<file path="config.mk">
export PLATFORM = sky130hd
export DESIGN_NAME = l_outport_sched
export DESIGN_NICKNAME = d
export VERILOG_FILES = /design/src/rtl/noc_pkg.sv /design/src/rtl/noc_credit_counter.sv /design/src/rtl/l_outport_sched.sv
export SDC_FILE = /design/constraint.sdc
export NUM_CORES = 1
export LEC_CHECK = 0
export BUFFER_PORTS_ARGS = -buffer_cell sky130_fd_sc_hd__buf_2
export CAP_MARGIN = 25
export CORE_UTILIZATION = 41
export CTS_CLUSTER_DIAMETER = 50
export CTS_CLUSTER_SIZE = 14
export DETAILED_ROUTE_END_ITERATION = 10
export GPL_TIMING_DRIVEN = 0
export PLACE_DENSITY = 0.7
export SYNTH_ARGS = -nofsm -noshare
export SYNTH_HDL_FRONTEND = slang
export SYNTH_SLANG_ARGS = --single-unit
</file>
<file path="constraint.sdc">
create_clock -name clk -period 4.6 [get_ports clk]
set_clock_uncertainty 0.1 [all_clocks]
set_input_delay 0.92 -clock clk [delete_from_list [all_inputs] [get_ports clk]]
set_output_delay 0.92 -clock clk [all_outputs]
set_load 0.05 [all_outputs]
</file>
<file path="src/rtl/noc_pkg.sv">
// Shared NoC router definitions: port indices, crossbar select encodings and
// scheduler state type used by all output-port schedulers.
package noc_pkg;

  typedef enum logic [2:0] {
    PORT_N = 3'd0,
    PORT_S = 3'd1,
    PORT_W = 3'd2,
    PORT_E = 3'd3,
    PORT_L = 3'd4
  } port_idx_t;

  localparam logic [2:0] CS_N    = 3'b000;
  localparam logic [2:0] CS_S    = 3'b001;
  localparam logic [2:0] CS_W    = 3'b010;
  localparam logic [2:0] CS_E    = 3'b011;
  localparam logic [2:0] CS_NONE = 3'b111;

  typedef enum logic {
    IDLE   = 1'b0,
    LOCKED = 1'b1
  } sched_state_t;

  // Request/grant vectors are ordered {n,s,w,e} = [3:0], so port index i lives in bit 3-i.
  function automatic logic [1:0] port_bit(input logic [1:0] idx);
    return 2'd3 - idx;
  endfunction

  // Highest set bit wins (N > S > W > E); returns a 2-bit port index.
  function automatic logic [1:0] pick_port(input logic [3:0] grant);
    if (grant[3])      return 2'd0;
    else if (grant[2]) return 2'd1;
    else if (grant[1]) return 2'd2;
    else               return 2'd3;
  endfunction

  function automatic logic [2:0] idx_to_cs(input logic [1:0] idx);
    case (idx)
      2'd0:    return CS_N;
      2'd1:    return CS_S;
      2'd2:    return CS_W;
      default: return CS_E;
    endcase
  endfunction

endpackage

</file>
<file path="src/rtl/noc_credit_counter.sv">
// Downstream credit counter shared by the output-port schedulers.
// Saturates at MAX on an unmatched return and flags it as overflow.
module noc_credit_counter #(
  parameter int unsigned MAX = 4,
  parameter int unsigned W   = $clog2(MAX + 1)
) (
  input  logic         clk,
  input  logic         reset,
  input  logic         dec,
  input  logic         inc,
  output logic [W-1:0] cnt,
  output logic         nonzero,
  output logic         overflow
);

  logic [W-1:0] cnt_q;
  logic [W-1:0] cnt_d;

  assign overflow = inc && !dec && (cnt_q == W'(MAX));
  assign nonzero  = (cnt_q != '0);
  assign cnt      = cnt_q;

  always_comb begin
    cnt_d = cnt_q;
    if (dec && !inc)
      cnt_d = cnt_q - W'(1);
    else if (inc && !dec && !overflow)
      cnt_d = cnt_q + W'(1);
  end

  always_ff @(posedge clk) begin
    if (reset)
      cnt_q <= W'(MAX);
    else
      cnt_q <= cnt_d;
  end

endmodule

</file>
<file path="src/rtl/l_outport_sched.sv">
// Local output-port scheduler: locks the local output to one input for a whole
// packet, drives the crossbar select, and tracks downstream credits.
module l_outport_sched
  import noc_pkg::*;
#(
  parameter int unsigned CREDITS_MAX = 4,
  parameter int unsigned CNT_W       = $clog2(CREDITS_MAX + 1)
) (
  input  logic             clk,
  input  logic             reset,
  input  logic [3:0]       rrp_grant_i,
  input  logic [3:0]       flit_valid_i,
  input  logic [3:0]       flit_tail_i,
  input  logic             credit_return_i,
  output logic [2:0]       cs_sel_o,
  output logic [3:0]       pop_o,
  output logic             out_valid_o,
  output logic             rr_change_order_o,
  output logic             rr_downstream_credit_o,
  output logic             busy_o,
  output logic [CNT_W-1:0] credit_cnt_o,
  output logic             err_o
);

  sched_state_t state_q, state_d;
  logic [1:0]   owner_q, owner_d;
  logic [1:0]   cand;
  logic [1:0]   sel_idx;
  logic         sel_vld;
  logic         send;
  logic         tail_sent;
  logic         multi_hot;
  logic         credit_nz;
  logic         credit_ovf;
  logic         chg_q;
  logic         err_q;

  noc_credit_counter #(
    .MAX (CREDITS_MAX),
    .W   (CNT_W)
  ) u_credit (
    .clk      (clk),
    .reset    (reset),
    .dec      (send),
    .inc      (credit_return_i),
    .cnt      (credit_cnt_o),
    .nonzero  (credit_nz),
    .overflow (credit_ovf)
  );

  always_comb begin
    state_d   = state_q;
    owner_d   = owner_q;
    sel_idx   = 2'd0;
    sel_vld   = 1'b0;
    send      = 1'b0;
    tail_sent = 1'b0;
    multi_hot = 1'b0;
    cand      = pick_port(rrp_grant_i);
    case (state_q)
      IDLE: begin
        multi_hot = ((rrp_grant_i & (rrp_grant_i - 4'd1)) != '0);
        sel_idx   = cand;
        send      = (|rrp_grant_i) && flit_valid_i[port_bit(cand)] && credit_nz;
        // In IDLE the select only points at an input when a flit actually moves.
        sel_vld   = send;
        if (send && !flit_tail_i[port_bit(cand)]) begin
          state_d = LOCKED;
          owner_d = cand;
        end
      end
      LOCKED: begin
        sel_idx = owner_q;
        sel_vld = 1'b1;
        send    = flit_valid_i[port_bit(owner_q)] && credit_nz;
        if (send && flit_tail_i[port_bit(owner_q)])
          state_d = IDLE;
      end
      default: state_d = IDLE;
    endcase
    tail_sent = send && flit_tail_i[port_bit(sel_idx)];
    // Combinational outputs are held quiet while reset is asserted.
    if (reset) begin
      send      = 1'b0;
      sel_vld   = 1'b0;
      tail_sent = 1'b0;
    end
  end

  assign cs_sel_o               = sel_vld ? idx_to_cs(sel_idx) : CS_NONE;
  assign pop_o                  = send ? (4'b1000 >> sel_idx) : '0;
  assign out_valid_o            = send;
  assign busy_o                 = (state_q == LOCKED);
  assign rr_downstream_credit_o = credit_nz;
  assign rr_change_order_o      = chg_q;
  assign err_o                  = err_q;

  always_ff @(posedge clk) begin
    if (reset) begin
      state_q <= IDLE;
      owner_q <= 2'd0;
      chg_q   <= 1'b0;
      err_q   <= 1'b0;
    end else begin
      state_q <= state_d;
      owner_q <= owner_d;
      chg_q   <= tail_sent;
      err_q   <= err_q | multi_hot | credit_ovf;
    end
  end

endmodule
</file>
== Word level (Yosys, flattened, before mapping) ==
Cells that the tools add are included.
Operators by class
  add/subtract/negate cells: 6
  order comparisons: 3
  equal/unequal tests: 3
  shift-type cells: 1
  mux-type cells: 27
  bitwise logic cells: 4
  reduce and logical (&&, ||, !) cells: 20
Operator list (count)
  2-to-1 mux 1 bit: 11
  binary-select mux 1 bit (select 2 bit): 5
  logical AND 1 bit: 10
  < comparator 2 x 3 -> 1 bit, second input constant: 3
  2-to-1 mux 3 bit: 3
  one-hot mux 1 bit (2 select lines): 3
  one-hot mux 2 bit (3 select lines): 1
  subtractor 2 bit, first input constant: 3
  AND 4 bit: 1
  logical NOT 1 bit: 4
  2-to-1 mux 2 bit: 2
  2-to-1 mux 4 bit: 1
  one-hot mux 2 bit (2 select lines): 1
  nonzero test 4 bit: 1
  OR reduction 4 bit: 1
  right shift 4 x 2 -> 4 bit, first input constant: 1
  subtractor 4 x 1 -> 4 bit, second input constant: 1
  adder 3 x 1 -> 3 bit, second input constant: 1
  == test 3 bit, second input constant: 1
  nonzero test 3 bit: 1
  subtractor 3 x 1 -> 3 bit, second input constant: 1
  == test 2 x 1 -> 1 bit, second input constant: 1
  == test 2 bit, second input constant: 1
  logical NOT 2 bit: 1
  other kinds (4): 5
Storage, ports and cells
  flip-flop bits (word level): 8
  bits of input ports: 15
  output and inout port bits: 15

== Logic depth before layout (Yosys ltp) ==
  depth in word-level cells: 17
  gate-level depth with buffers: 9
  depth with buffers taken out: 8

== Modules after synthesis ==
Synthesis repeated with hierarchy kept, for this count alone.
Unflattened totals
  cell total of the unflattened synthesis: 91
  area total of the unflattened synthesis: 721.9 sq um
By module, submodules not included
  l_outport_sched: instances 1, cells an instance 63, area an instance 485.5 sq um, sequential area each 100.1 sq um
  noc_credit_counter: instances 1, cells an instance 28, area an instance 236.5 sq um, sequential area each 60.1 sq um

== Worst setup path before layout ==
Ideal clock, no wire load.
  path kind: input port to output port
  from: input port rrp_grant_i[2]
  to: output port pop_o[1]
  arrival: 2.892 ns
  path slack: 0.688 ns
  stages on the path: 5
  buffers on the path: 1
  path through: clkbuf_1 > a211oi_1 > a211oi_2 > a41oi_4 > nor3_1
Between the ends
  longest elaborated chain between the ends: 10
Ends and longest elaborated chain
  start: declaration: line l_outport_sched.sv:11  | input logic [3:0] rrp_grant_i,
  2-to-1 mux 2 bit: line noc_pkg.sv:32  | else if (grant[2]) return 2'd1;
  2-to-1 mux 2 bit: line noc_pkg.sv:31  | if (grant[3]) return 2'd0;
  subtractor 2 bit: line noc_pkg.sv:26  | return 2'd3 - idx;
  binary-select mux 1 bit (select 2 bit): line l_outport_sched.sv:64  | send = (|rrp_grant_i) && flit_valid_i[port_bit(cand)] && credit_nz;
  2-to-1 mux 1 bit (not written as such): line l_outport_sched.sv:64
  logical AND 1 bit (2 in a row): line l_outport_sched.sv:64
  one-hot mux 1 bit (2 select lines): line l_outport_sched.sv:60  | case (state_q)
  2-to-1 mux 1 bit: line l_outport_sched.sv:83  | if (reset) begin
  2-to-1 mux 4 bit *: line l_outport_sched.sv:91  | assign pop_o = send ? (4'b1000 >> sel_idx) : '0;
  end: declaration: line l_outport_sched.sv:16  | output logic [3:0] pop_o,
Every way passes the cells marked *; elsewhere a longest branch is shown, timed or not. The select of a mux whose other input is x is not followed.

== Worst setup path in the final report ==
  from: input port flit_valid_i[0]
  to: output port pop_o[0]
Between the ends
  longest elaborated chain between the ends: 7
Ends and longest elaborated chain
  start: declaration: line l_outport_sched.sv:12  | input logic [3:0] flit_valid_i,
  binary-select mux 1 bit (select 2 bit): line l_outport_sched.sv:64
  2-to-1 mux 1 bit (not written as such): line l_outport_sched.sv:64
  logical AND 1 bit (2 in a row): line l_outport_sched.sv:64
  one-hot mux 1 bit (2 select lines) *: line l_outport_sched.sv:60
  2-to-1 mux 1 bit *: line l_outport_sched.sv:83
  2-to-1 mux 4 bit *: line l_outport_sched.sv:91
Marks and branches as above.

==> flow_summary.toml <==
[drt]
top_layer = "met4"
drt_iter0_drc = 15
wirelength_um = 1769
via_per_inst = 5.594
vias = 716
avgRoutedWirePerCell_um = 13.82
drt_pass1_iterations = 7
ant_nets = 0
drt-met1-wl_um = 782
drc = 8
wl_met2_um = 890
met3_wirelength_um = 88

[layout]
final_cells = 128
final_cell_mix = "buf_2 (28), nor2_1 (11), inv_1 (8), dfxtp_1 (8)"
finalInstanceArea_um2 = 885.9
diodes = 0
mostFrequentLayoutCell = "buf_2"
syn_to_final_growth_pct = 25.09
nets = 130
drive_above_1_share_pct = 38.39

[setup_path]
crit_path_end_kind = "output pin"
critPathRequiredTime_ns = 3.58
worstPathMaxFanout = 8
reg2regPathDepth = 7
criticalPathCategory = "input pin to output pin"
r2r-start = "owner_q[1]"
r2r-end = "u_credit.cnt[1]"
ff2ff_setup_slack_ns = 1.97
arrival_ns = 2.55
cp-start-kind = "input pin"

[timing]
setup_violations = 0
slew_viol_final = 0
setup_ws_ns = 1.031
totalNegativeSetupSlack_ns = 0
rsz0062_at_grt = "false"
fmax_ghz = 0.2802
hold_viol_final = 0
slew_headroom_pct = 73.37
finalCritPeriodShare_pct = 77.58
worst_pin_slew_ns = 0.3994
min_period_ns = 3.569

[power_and_ir_drop]
p_leak_nw = 0.4053
finalPower_mw = 0.2958
ir_drop_v = 0.0001771
power-per-cell-area_nw_per_um2 = 333.9

[floorplan]
die_x_um = 43.56
rows = 14
start_util_pct = 45.43
core_area_um2 = 1559
fp.dieArea_um2 = 1897
io_pins = 30
die_y_um = 43.56

[clocking]
ctsHoldBuffers = 0
post_cts_buffers = 0
cts_root_buffer = "clkbuf_4"
cts_buffer_depth = 2
clk_pin_slew_ns = 0.05
clk_latency_ns = 0.26
cts_sinks = 8
h-tree-depth = 1
tritoncts = "built"
cts_resized = 0
cts-buffers-inserted = 3

[logic_synthesis]
synth_nets = 98
synth_seq_cells = 8
seq_area_frac_synth_pct = 22.61
synth_cell_type_count = 33
syn_area_um2 = 708.2
ys_warn_count = 0
syn_inst = 82
synth_area_per_cell_um2 = 8.636

[place]
gp_congestion = 0.8217
dp.cells = 125
placedInstanceArea_um2 = 863.3
hpwlAfterDp_um = 1425
dpl_worst_slack_ns = 1.043
io_buffers = 27

[hold_path]
hold_path_depth = 2
worstHoldStart = "err_o"
hold_class = "flip-flop to flip-flop"
holdPathEnd = "err_o"

[global_routing]
grt_pass1_wl_um = 2835
grt_pass1_vias = 678
grt_max_degree = 11
grt_usage_pct = 20.21
grt_overflow = 0
antenna_found_initial = 0

[run_status]
status = "finished, violations left"
failed_checks = "design-rule violations"

[run]
cap_violations = 0
==> layer usage <==
metal,track usage (%),vias to the layer above
met5,0,-
met2,35.22,26
met4,7.500,0
met1,22.94,336
li1,-,352
met3,6.250,2
==> kinds of logic after synthesis <==
family	share of synthesized area [%]
xor gates and xnor gates	1.237
adders and majority gates	4.240
DFF	22.61
muxes	23.15
AOI/OAI and AO/OA	14.13
and+or+nand+nor	27.91
buffers and inverters	6.713
==> flip-flops by register name (all words and copies together), names as in the netlist <==
| name | flops |
|---|---|
| busy_o | 1 |
| err_o | 1 |
| owner_q | 2 |
| rr_change_order_o | 1 |
| u_credit.cnt | 3 |
==> worst max-delay path by stage <==
stage	endpoint	startpoint	slack, ns	cells past startpoint
floorplan	pop_o[1]	rrp_grant_i[2]	0.69	5
global placement	pop_o[2]	flit_valid_i[0]	1.07	7
detailed placement	pop_o[0]	flit_valid_i[0]	1.04	7
CTS	pop_o[0]	flit_valid_i[0]	1.04	7
global route	pop_o[0]	flit_valid_i[0]	0.99	7
finish	pop_o[0]	flit_valid_i[0]	1.03	7
==> power by group <==
group          switching (mW)  internal [mW]
logic                   0.103         0.0523
clock network          0.0243         0.0299
registers             0.00878         0.0777
==> Yosys cell counts (all sizes together) <==
cell type	instances	share of area (%)
nor3	5	3.5
nor3b	1	1.1
nand3b	2	2.1
fa	1	2.8
inv	8	4.2
xnor2	1	1.2
maj3	1	1.4
clkbuf	3	1.8
nor2b	3	2.7
and4	1	1.6
buf	1	0.71
and2	2	1.8
and3	2	1.8
nand2b	1	0.88
mux2i	4	5.7
o32ai	1	1.2
nand4	1	0.88
a21oi	5	3.5
a41oi	1	3.9
mux4	3	10
nor2	11	5.8
o2111a	1	1.6
or3	2	1.8
dfxtp	8	23
a211oi	3	3.9
or2	2	1.8
mux2	4	7.4
nand3	1	0.71
nand2	3	1.6
==> metrics by stage <==
| stage | hold slack (ns) | utilization, % |
|---|---|---|
| 6_report | 0.4111 | 56.82 |
| 5_1_grt | 0.4328 | 56.82 |
| 4_1_cts | 0.4204 | 56.82 |
| 3_5_place_dp | 0.4098 | 55.38 |
| 3_3_place_gp | 0.4028 | 55.38 |
| 2_1_floorplan | 0.4250 | - |
==> worst max-delay path, stage by stage <==
cell and delay, ns:
buf_2 0.10, mux4_2 0.49, and4_4 0.22, a41oi_4 0.32, inv_1 0.13, and3_1 0.16
buf_2 0.20
==> final cells by class <==
cell class,instances,area [µm²]
Multi-Input combinational cell,62,500.5
Tap cell,16,20.02
Clock buffer,3,22.52
Buffer,4,17.52
Sequential cell,8,160.2
Inverter,8,30.03
Fill cell,155,673.1
Timing Repair Buffer,27,135.1
No activity file was read; power rests on OpenSTA's default activity.
